==> config.mk <==
export PLATFORM = sky130hd
export DESIGN_NAME = reg_scoreboard_flat
export DESIGN_NICKNAME = d
export VERILOG_FILES = /design/src/rtl/reg_scoreboard_pkg.sv /design/src/rtl/reg_scoreboard_if.sv /design/src/rtl/reg_scoreboard_sb_entry.sv /design/src/rtl/reg_scoreboard.sv /design/src/flat_wrapper.sv
export SDC_FILE = /design/constraint.sdc
export NUM_CORES = 1
export LEC_CHECK = 0
export ABC_AREA = 1
export BUFFER_PORTS_ARGS = -buffer_cell sky130_fd_sc_hd__buf_2
export CORE_MARGIN = 2
export CORE_UTILIZATION = 60
export DETAILED_ROUTE_END_ITERATION = 16
export PLACE_DENSITY = 0.77
export SLEW_MARGIN = 20
export SYNTH_ARGS = -nofsm -noshare
export SYNTH_HDL_FRONTEND = slang
export SYNTH_SLANG_ARGS = --single-unit
==> constraint.sdc <==
create_clock -name clk -period 9.9 [get_ports clk]
set_input_delay 0.99 -clock clk [delete_from_list [all_inputs] [get_ports clk]]
set_output_delay 0.99 -clock clk [all_outputs]
set_load 0.005 [all_outputs]
==> src/rtl/reg_scoreboard_pkg.sv <==
// Shared widths, Tnew/Tuse encodings and the hazard predicate for the GPR scoreboard.
// Tnew/Tuse values match the ones the decoder assigns.
package reg_scoreboard_pkg;

   localparam int NREG = 32;
   localparam int AW   = 5;
   localparam int TW   = 2;
   localparam int CW   = 2;
   localparam int IW   = CW + 3;

   typedef logic [AW-1:0] reg_addr_t;
   typedef logic [TW-1:0] tnew_t;
   typedef logic [CW-1:0] cnt_t;

   localparam tnew_t TNEW_ALU        = tnew_t'(1);
   localparam tnew_t TNEW_LOAD       = tnew_t'(2);
   localparam tnew_t TNEW_MDU        = tnew_t'(1);
   localparam tnew_t TUSE_BRANCH     = tnew_t'(0);
   localparam tnew_t TUSE_ALU        = tnew_t'(1);
   localparam tnew_t TUSE_STORE_DATA = tnew_t'(2);

   localparam cnt_t CNT_MAX = '1;

   // A pending writer blocks a reader only if its value arrives after the reader needs it.
   function automatic logic pending_hazard(input cnt_t cnt, input tnew_t tnew, input tnew_t tuse);
      return (cnt != '0) && (tnew > tuse);
   endfunction

endpackage

==> src/rtl/reg_scoreboard_if.sv <==
// Pipeline-to-scoreboard signal bundle: issue, writeback, flush, D-stage query and results.
import reg_scoreboard_pkg::*;

interface reg_scoreboard_if;
   logic              flush;
   logic              iss_valid;
   reg_addr_t         iss_rd;
   tnew_t             iss_tnew;
   logic              wb_en;
   reg_addr_t         wb_rd;
   reg_addr_t         q_rs;
   reg_addr_t         q_rt;
   tnew_t             q_tuse_rs;
   tnew_t             q_tuse_rt;
   logic              stall;
   logic              rs_ready;
   logic              rt_ready;
   logic [IW-1:0]     inflight;

   modport master (
      output flush, iss_valid, iss_rd, iss_tnew, wb_en, wb_rd,
             q_rs, q_rt, q_tuse_rs, q_tuse_rt,
      input  stall, rs_ready, rt_ready, inflight
   );

   modport slave (
      input  flush, iss_valid, iss_rd, iss_tnew, wb_en, wb_rd,
             q_rs, q_rt, q_tuse_rs, q_tuse_rt,
      output stall, rs_ready, rt_ready, inflight
   );
endinterface

==> src/rtl/reg_scoreboard_sb_entry.sv <==
// Tracking state for one GPR: number of in-flight writers and the youngest writer's Tnew countdown.
import reg_scoreboard_pkg::*;

module sb_entry (
   input  logic  clk,
   input  logic  reset,
   input  logic  flush,
   input  logic  iss_hit,
   input  tnew_t iss_tnew,
   input  logic  wb_hit,
   output cnt_t  cnt,
   output cnt_t  cnt_next,
   output tnew_t tnew
);

   cnt_t  cnt_reg;
   tnew_t tnew_reg;
   tnew_t tnew_next;

   always_comb begin
      cnt_next  = cnt_reg;
      tnew_next = tnew_reg;
      if (reset || flush) begin
         cnt_next  = '0;
         tnew_next = '0;
      end else begin
         if (iss_hit)
            tnew_next = iss_tnew;
         else if (tnew_reg != '0)
            tnew_next = tnew_reg - tnew_t'(1);

         // Issue and writeback together cancel out; each alone saturates at its bound.
         if (iss_hit && !wb_hit && cnt_reg != CNT_MAX)
            cnt_next = cnt_reg + cnt_t'(1);
         else if (wb_hit && !iss_hit && cnt_reg != '0)
            cnt_next = cnt_reg - cnt_t'(1);
      end
   end

   always_ff @(posedge clk) begin
      cnt_reg  <= cnt_next;
      tnew_reg <= tnew_next;
   end

`ifndef SYNTHESIS
   always_ff @(posedge clk) begin
      if (!reset && !flush) begin
         if (iss_hit && !wb_hit && cnt_reg == CNT_MAX)
            $error("sb_entry %m: issue with %0d writers already in flight", cnt_reg);
         if (wb_hit && !iss_hit && cnt_reg == '0)
            $error("sb_entry %m: writeback with no writer in flight");
      end
   end
`endif

   assign cnt  = cnt_reg;
   assign tnew = tnew_reg;

endmodule

==> src/rtl/reg_scoreboard.sv <==
// GPR write scoreboard: one sb_entry per register 1..31, combinational D-stage stall query,
// registered count of all in-flight writers.
import reg_scoreboard_pkg::*;

module reg_scoreboard (
   input  logic                 clk,
   input  logic                 reset,
   reg_scoreboard_if.slave      sb
);

   cnt_t          cnt_arr      [NREG];
   cnt_t          cnt_next_arr [NREG];
   tnew_t         tnew_arr     [NREG];
   logic [IW-1:0] inflight_reg;
   logic [IW-1:0] inflight_next;
   logic          wb_clr_rs;
   logic          wb_clr_rt;
   logic          hazard_rs;
   logic          hazard_rt;

   assign cnt_arr[0]      = '0;
   assign cnt_next_arr[0] = '0;
   assign tnew_arr[0]     = '0;

   generate
      for (genvar gi = 1; gi < NREG; gi++) begin : g_entry
         sb_entry u_entry (
            .clk      (clk),
            .reset    (reset),
            .flush    (sb.flush),
            .iss_hit  (sb.iss_valid && sb.iss_rd == reg_addr_t'(gi)),
            .iss_tnew (sb.iss_tnew),
            .wb_hit   (sb.wb_en && sb.wb_rd == reg_addr_t'(gi)),
            .cnt      (cnt_arr[gi]),
            .cnt_next (cnt_next_arr[gi]),
            .tnew     (tnew_arr[gi])
         );
      end
   endgenerate

   // The last writer landing this cycle is visible through the register file bypass.
   assign wb_clr_rs = sb.wb_en && (sb.wb_rd == sb.q_rs) && (cnt_arr[sb.q_rs] == cnt_t'(1));
   assign wb_clr_rt = sb.wb_en && (sb.wb_rd == sb.q_rt) && (cnt_arr[sb.q_rt] == cnt_t'(1));

   assign hazard_rs = (sb.q_rs != '0) && !wb_clr_rs &&
                      pending_hazard(cnt_arr[sb.q_rs], tnew_arr[sb.q_rs], sb.q_tuse_rs);
   assign hazard_rt = (sb.q_rt != '0) && !wb_clr_rt &&
                      pending_hazard(cnt_arr[sb.q_rt], tnew_arr[sb.q_rt], sb.q_tuse_rt);

   assign sb.rs_ready = !hazard_rs;
   assign sb.rt_ready = !hazard_rt;
   assign sb.stall    = hazard_rs | hazard_rt;

   // Summing next-state counts keeps inflight aligned with the counters it reports.
   always_comb begin
      inflight_next = '0;
      for (int i = 1; i < NREG; i++)
         inflight_next = inflight_next + IW'(cnt_next_arr[i]);
   end

   always_ff @(posedge clk) begin
      if (reset)
         inflight_reg <= '0;
      else
         inflight_reg <= inflight_next;
   end

   assign sb.inflight = inflight_reg;

endmodule

==> src/flat_wrapper.sv <==
// flat-port wrapper written by rule: the top's interface ports become plain ports
module reg_scoreboard_flat 
  (clk, reset, sb_flush, sb_iss_valid, sb_iss_rd, sb_iss_tnew, sb_wb_en, sb_wb_rd, sb_q_rs, sb_q_rt, sb_q_tuse_rs, sb_q_tuse_rt, sb_stall, sb_rs_ready, sb_rt_ready, sb_inflight);
  reg_scoreboard_if sb_i ();
  input  logic clk;
  input  logic reset;
  input wire logic [$bits(sb_i.flush)-1:0] sb_flush;
  input wire logic [$bits(sb_i.iss_valid)-1:0] sb_iss_valid;
  input wire logic [$bits(sb_i.iss_rd)-1:0] sb_iss_rd;
  input wire logic [$bits(sb_i.iss_tnew)-1:0] sb_iss_tnew;
  input wire logic [$bits(sb_i.wb_en)-1:0] sb_wb_en;
  input wire logic [$bits(sb_i.wb_rd)-1:0] sb_wb_rd;
  input wire logic [$bits(sb_i.q_rs)-1:0] sb_q_rs;
  input wire logic [$bits(sb_i.q_rt)-1:0] sb_q_rt;
  input wire logic [$bits(sb_i.q_tuse_rs)-1:0] sb_q_tuse_rs;
  input wire logic [$bits(sb_i.q_tuse_rt)-1:0] sb_q_tuse_rt;
  output wire logic [$bits(sb_i.stall)-1:0] sb_stall;
  output wire logic [$bits(sb_i.rs_ready)-1:0] sb_rs_ready;
  output wire logic [$bits(sb_i.rt_ready)-1:0] sb_rt_ready;
  output wire logic [$bits(sb_i.inflight)-1:0] sb_inflight;
  assign sb_i.flush = sb_flush;
  assign sb_i.iss_valid = sb_iss_valid;
  assign sb_i.iss_rd = sb_iss_rd;
  assign sb_i.iss_tnew = sb_iss_tnew;
  assign sb_i.wb_en = sb_wb_en;
  assign sb_i.wb_rd = sb_wb_rd;
  assign sb_i.q_rs = sb_q_rs;
  assign sb_i.q_rt = sb_q_rt;
  assign sb_i.q_tuse_rs = sb_q_tuse_rs;
  assign sb_i.q_tuse_rt = sb_q_tuse_rt;
  assign sb_stall = sb_i.stall;
  assign sb_rs_ready = sb_i.rs_ready;
  assign sb_rt_ready = sb_i.rt_ready;
  assign sb_inflight = sb_i.inflight;
  reg_scoreboard u_core (.clk(clk), .reset(reset), .sb(sb_i));
endmodule
==> metrics.cfg <==
[run_status]
outcome = finished, final reports clean

[layout]
design_area_mm2 = 0.0131
fill_cells = 1810
area_delta_synth_final_pct = 7.35
num-nets-final = 1967
drive_above_1_share = 0.0717
final_util = 0.652

[synth]
synth.top_cell.area_share = 0.212
syn_nets = 1967
async_flop_share = 0
synthCells = 1774
synth_flop_cell = dfxtp_1
yosysUniqueCellTypes = 46
synth.largest_area_cell = dfxtp_1
synth-seq-cells = 129
synth_area_leaders = dfxtp_1, nand2_1, ha_1, fa_1, inv_1
ys_seq_area_frac = 0.212
syn_area_mm2 = 0.0122
synth_common_cells = nand2_1, inv_1, nor2_1
synth-edff-count = 0
synth.most_common_cell = nand2_1
syn_area_per_cell_um2 = 6.88
synth-warning-count = 0

[pwr]
power-per-cell-area_mw_per_mm2 = 109
p_leak_nw = 6.03
ir_drop_mv = 0.0999

[setup_path]
ff2ff_path_depth = 23
crit_path_max_fanout = 6
cp_data_arrival_time_ns = 8.17
cp-start-kind = input port
crit_required_ns = 10.22
crit_type = input port to flop
end_kind = flop

[place]
hpwl_mm = 28.9
post_dp_cell_area_mm2 = 0.0125
port_buffers = 38
gp_congestion = 0.989

[clock_tree]
clk_latency_ns = 0.44
clock_sinks = 129
cts_tree = built
cts_root_buffer = clkbuf_16
cts.hold.buffers_added = 0
post_cts_buffers = 0
clockBufferDepth = 2
path_clk_slew_ns = 0.06
cts_made_buffers = 17
ctsResizeCount = 0
cts-htree-levels = 4

[sta]
max-slew-margin-rel = 0.246
max_freq_mhz = 127
worst_pin_slew_ns = 1.13
rsz0062_at_grt = no
drv_slew = 0
setup_violations = 0
hold_viol = 0
setup_tns_ns = 0
finalClockSkew_ns = 0.00898
min_period_ns = 7.85
fin_crit_sh = 0.793

[routing]
routed-via-count = 12222
first_pass_iters = 8
dr.first_iter.drc_count = 1429
wl_per_cell_um = 19.3
vias_per_cell = 5.94
drc = 0
drtAntennaViolNets = 0
routed_wl_mm = 39.8

[die]
core_mm2 = 0.0201
die_x_um = 147
die-area_mm2 = 0.0215
fp.dieH_um = 147
rows = 52
start_util = 0.607
io_pins = 39

[global_route]
grt_pass1_vias = 11533
grt_pass1_wl_mm = 61.5
grt_max_degree = 55
grt_antenna_before_repair = 1
track_usage = 0.371
overflow = 0

[flow_run]
drv_cap = 0

[hold_path]
whs_path_depth = 1
min_path_type = flop to flop

[worst max-delay path: stages]
cell and delay (ns):
buf_2 0.11, inv_1 0.06, nand2_1 0.09, nor2_1 0.28
nand2_1 0.22, or3_1 0.42, nand2_1 0.09, o21ai_0 0.07
a21oi_1 0.19, ha_1 0.17, inv_1 0.05, fa_1 0.56
fa_1 0.53, fa_1 0.51, fa_1 0.52, fa_1 0.52
fa_1 0.52, fa_1 0.52, fa_1 0.54, fa_1 0.45
nor2_1 0.15, nor2_1 0.05, nor2_1 0.08, nor2_1 0.06
xnor2_1 0.18, xor2_1 0.17, nor2_1 0.05
[area by class of cell]
cell class / instances / area, µm² / area share
antenna: 1 / 2.50 / 0.000191
sequential: 129 / 2580 / 0.197
clock buffer: 21 / 460 / 0.0352
timing repair buffer: 48 / 265 / 0.0203
clock inverter: 10 / 159 / 0.0121
inverter: 309 / 1160 / 0.0885
multi-input combinational: 1269 / 8130 / 0.621
tap: 270 / 338 / 0.0258
[metal layers]
layer,vias to the layer above,routed length [µm],GRT usage
met3,175,4420,0.0888
li1,5756,-,-
met5,-,13,0
met4,2,3010,0.240
met1,5546,15300,0.466
met2,743,17000,0.570
[final timing paths]
check	start	to	slack, ns
hold / removal	u_core.g_entry[2].u_entry.cnt[0]	u_core.g_entry[2].u_entry.cnt[0]	0.52
hold reg to reg	u_core.g_entry[2].u_entry.cnt[0]	u_core.g_entry[2].u_entry.cnt[0]	0.52
setup / recovery	sb_iss_rd[0]	u_core.sb.inflight[4]	2.05
setup reg to reg	u_core.g_entry[1].u_entry.cnt[0]	u_core.sb.inflight[4]	2.81
[metrics by stage]
| stage | setup slack, ns | std cells | hold slack, ns | power, mW |
|---|---|---|---|---|
| final | 2.05 | 2057 | 0.519 | 1.43 |
| after global routing | 1.67 | 2056 | 0.544 | 1.47 |
| after CTS | 2.09 | 2056 | 0.517 | 1.43 |
| after detailed placement | 1.67 | 2025 | 0.508 | 0.749 |
| after global placement | 1.75 | 2025 | 0.502 | 0.746 |
| after floorplan | 2.35 | 1774 | 0.472 | 0.684 |
[cells by family (layout without fill, tap and decap cells)]
kind of cell    count (synthesis)  count (layout)  synth area share
buf+inv                       376             388             0.123
xor+xnor                       39              39            0.0280
fa+ha+maj                     162             162             0.201
flops                         129             129             0.212
other cells                     0               1                 0
simple gates                  726             726             0.264
compound gates                342             342             0.173
[layout by cell type (no fill, tap or decap), types with 3 or more instances in the layout]
cell type	Yosys	final
nand4_1	11	11
fa_1	56	56
dfxtp_1	129	129
xor2_1	35	35
nand2_2	9	9
a31oi_1	3	3
or2_0	17	17
buf_4	5	10
o221ai_1	11	11
nor3_2	5	5
ha_1	106	106
inv_1	296	296
inv_2	13	13
a211oi_1	33	33
nor2_1	141	140
nand3b_1	20	20
buf_2	28	38
nand2_1	373	373
o211ai_1	56	56
nor2_4	2	3
or2_2	4	4
a21oi_1	100	100
nor3_1	8	8
clkinv_2	0	3
o21ai_0	103	103
o22ai_1	5	5
a211o_1	3	3
or3_4	8	8
nand3_2	6	6
or3_1	3	3
o211a_1	17	17
nand3_1	115	115
xnor2_1	4	4
bufinv_16	0	4
clkbuf_16	0	17
[power by group]
part | internal (mW) | total [mW] | leakage, nW | switching, mW
logic | 0.0641 | 0.216 | 4.70 | 0.152
clock network | 0.432 | 0.684 | 0.299 | 0.252
registers | 0.526 | 0.532 | 1.04 | 0.00576
Note: power is estimated with default switching activity, not from simulation.
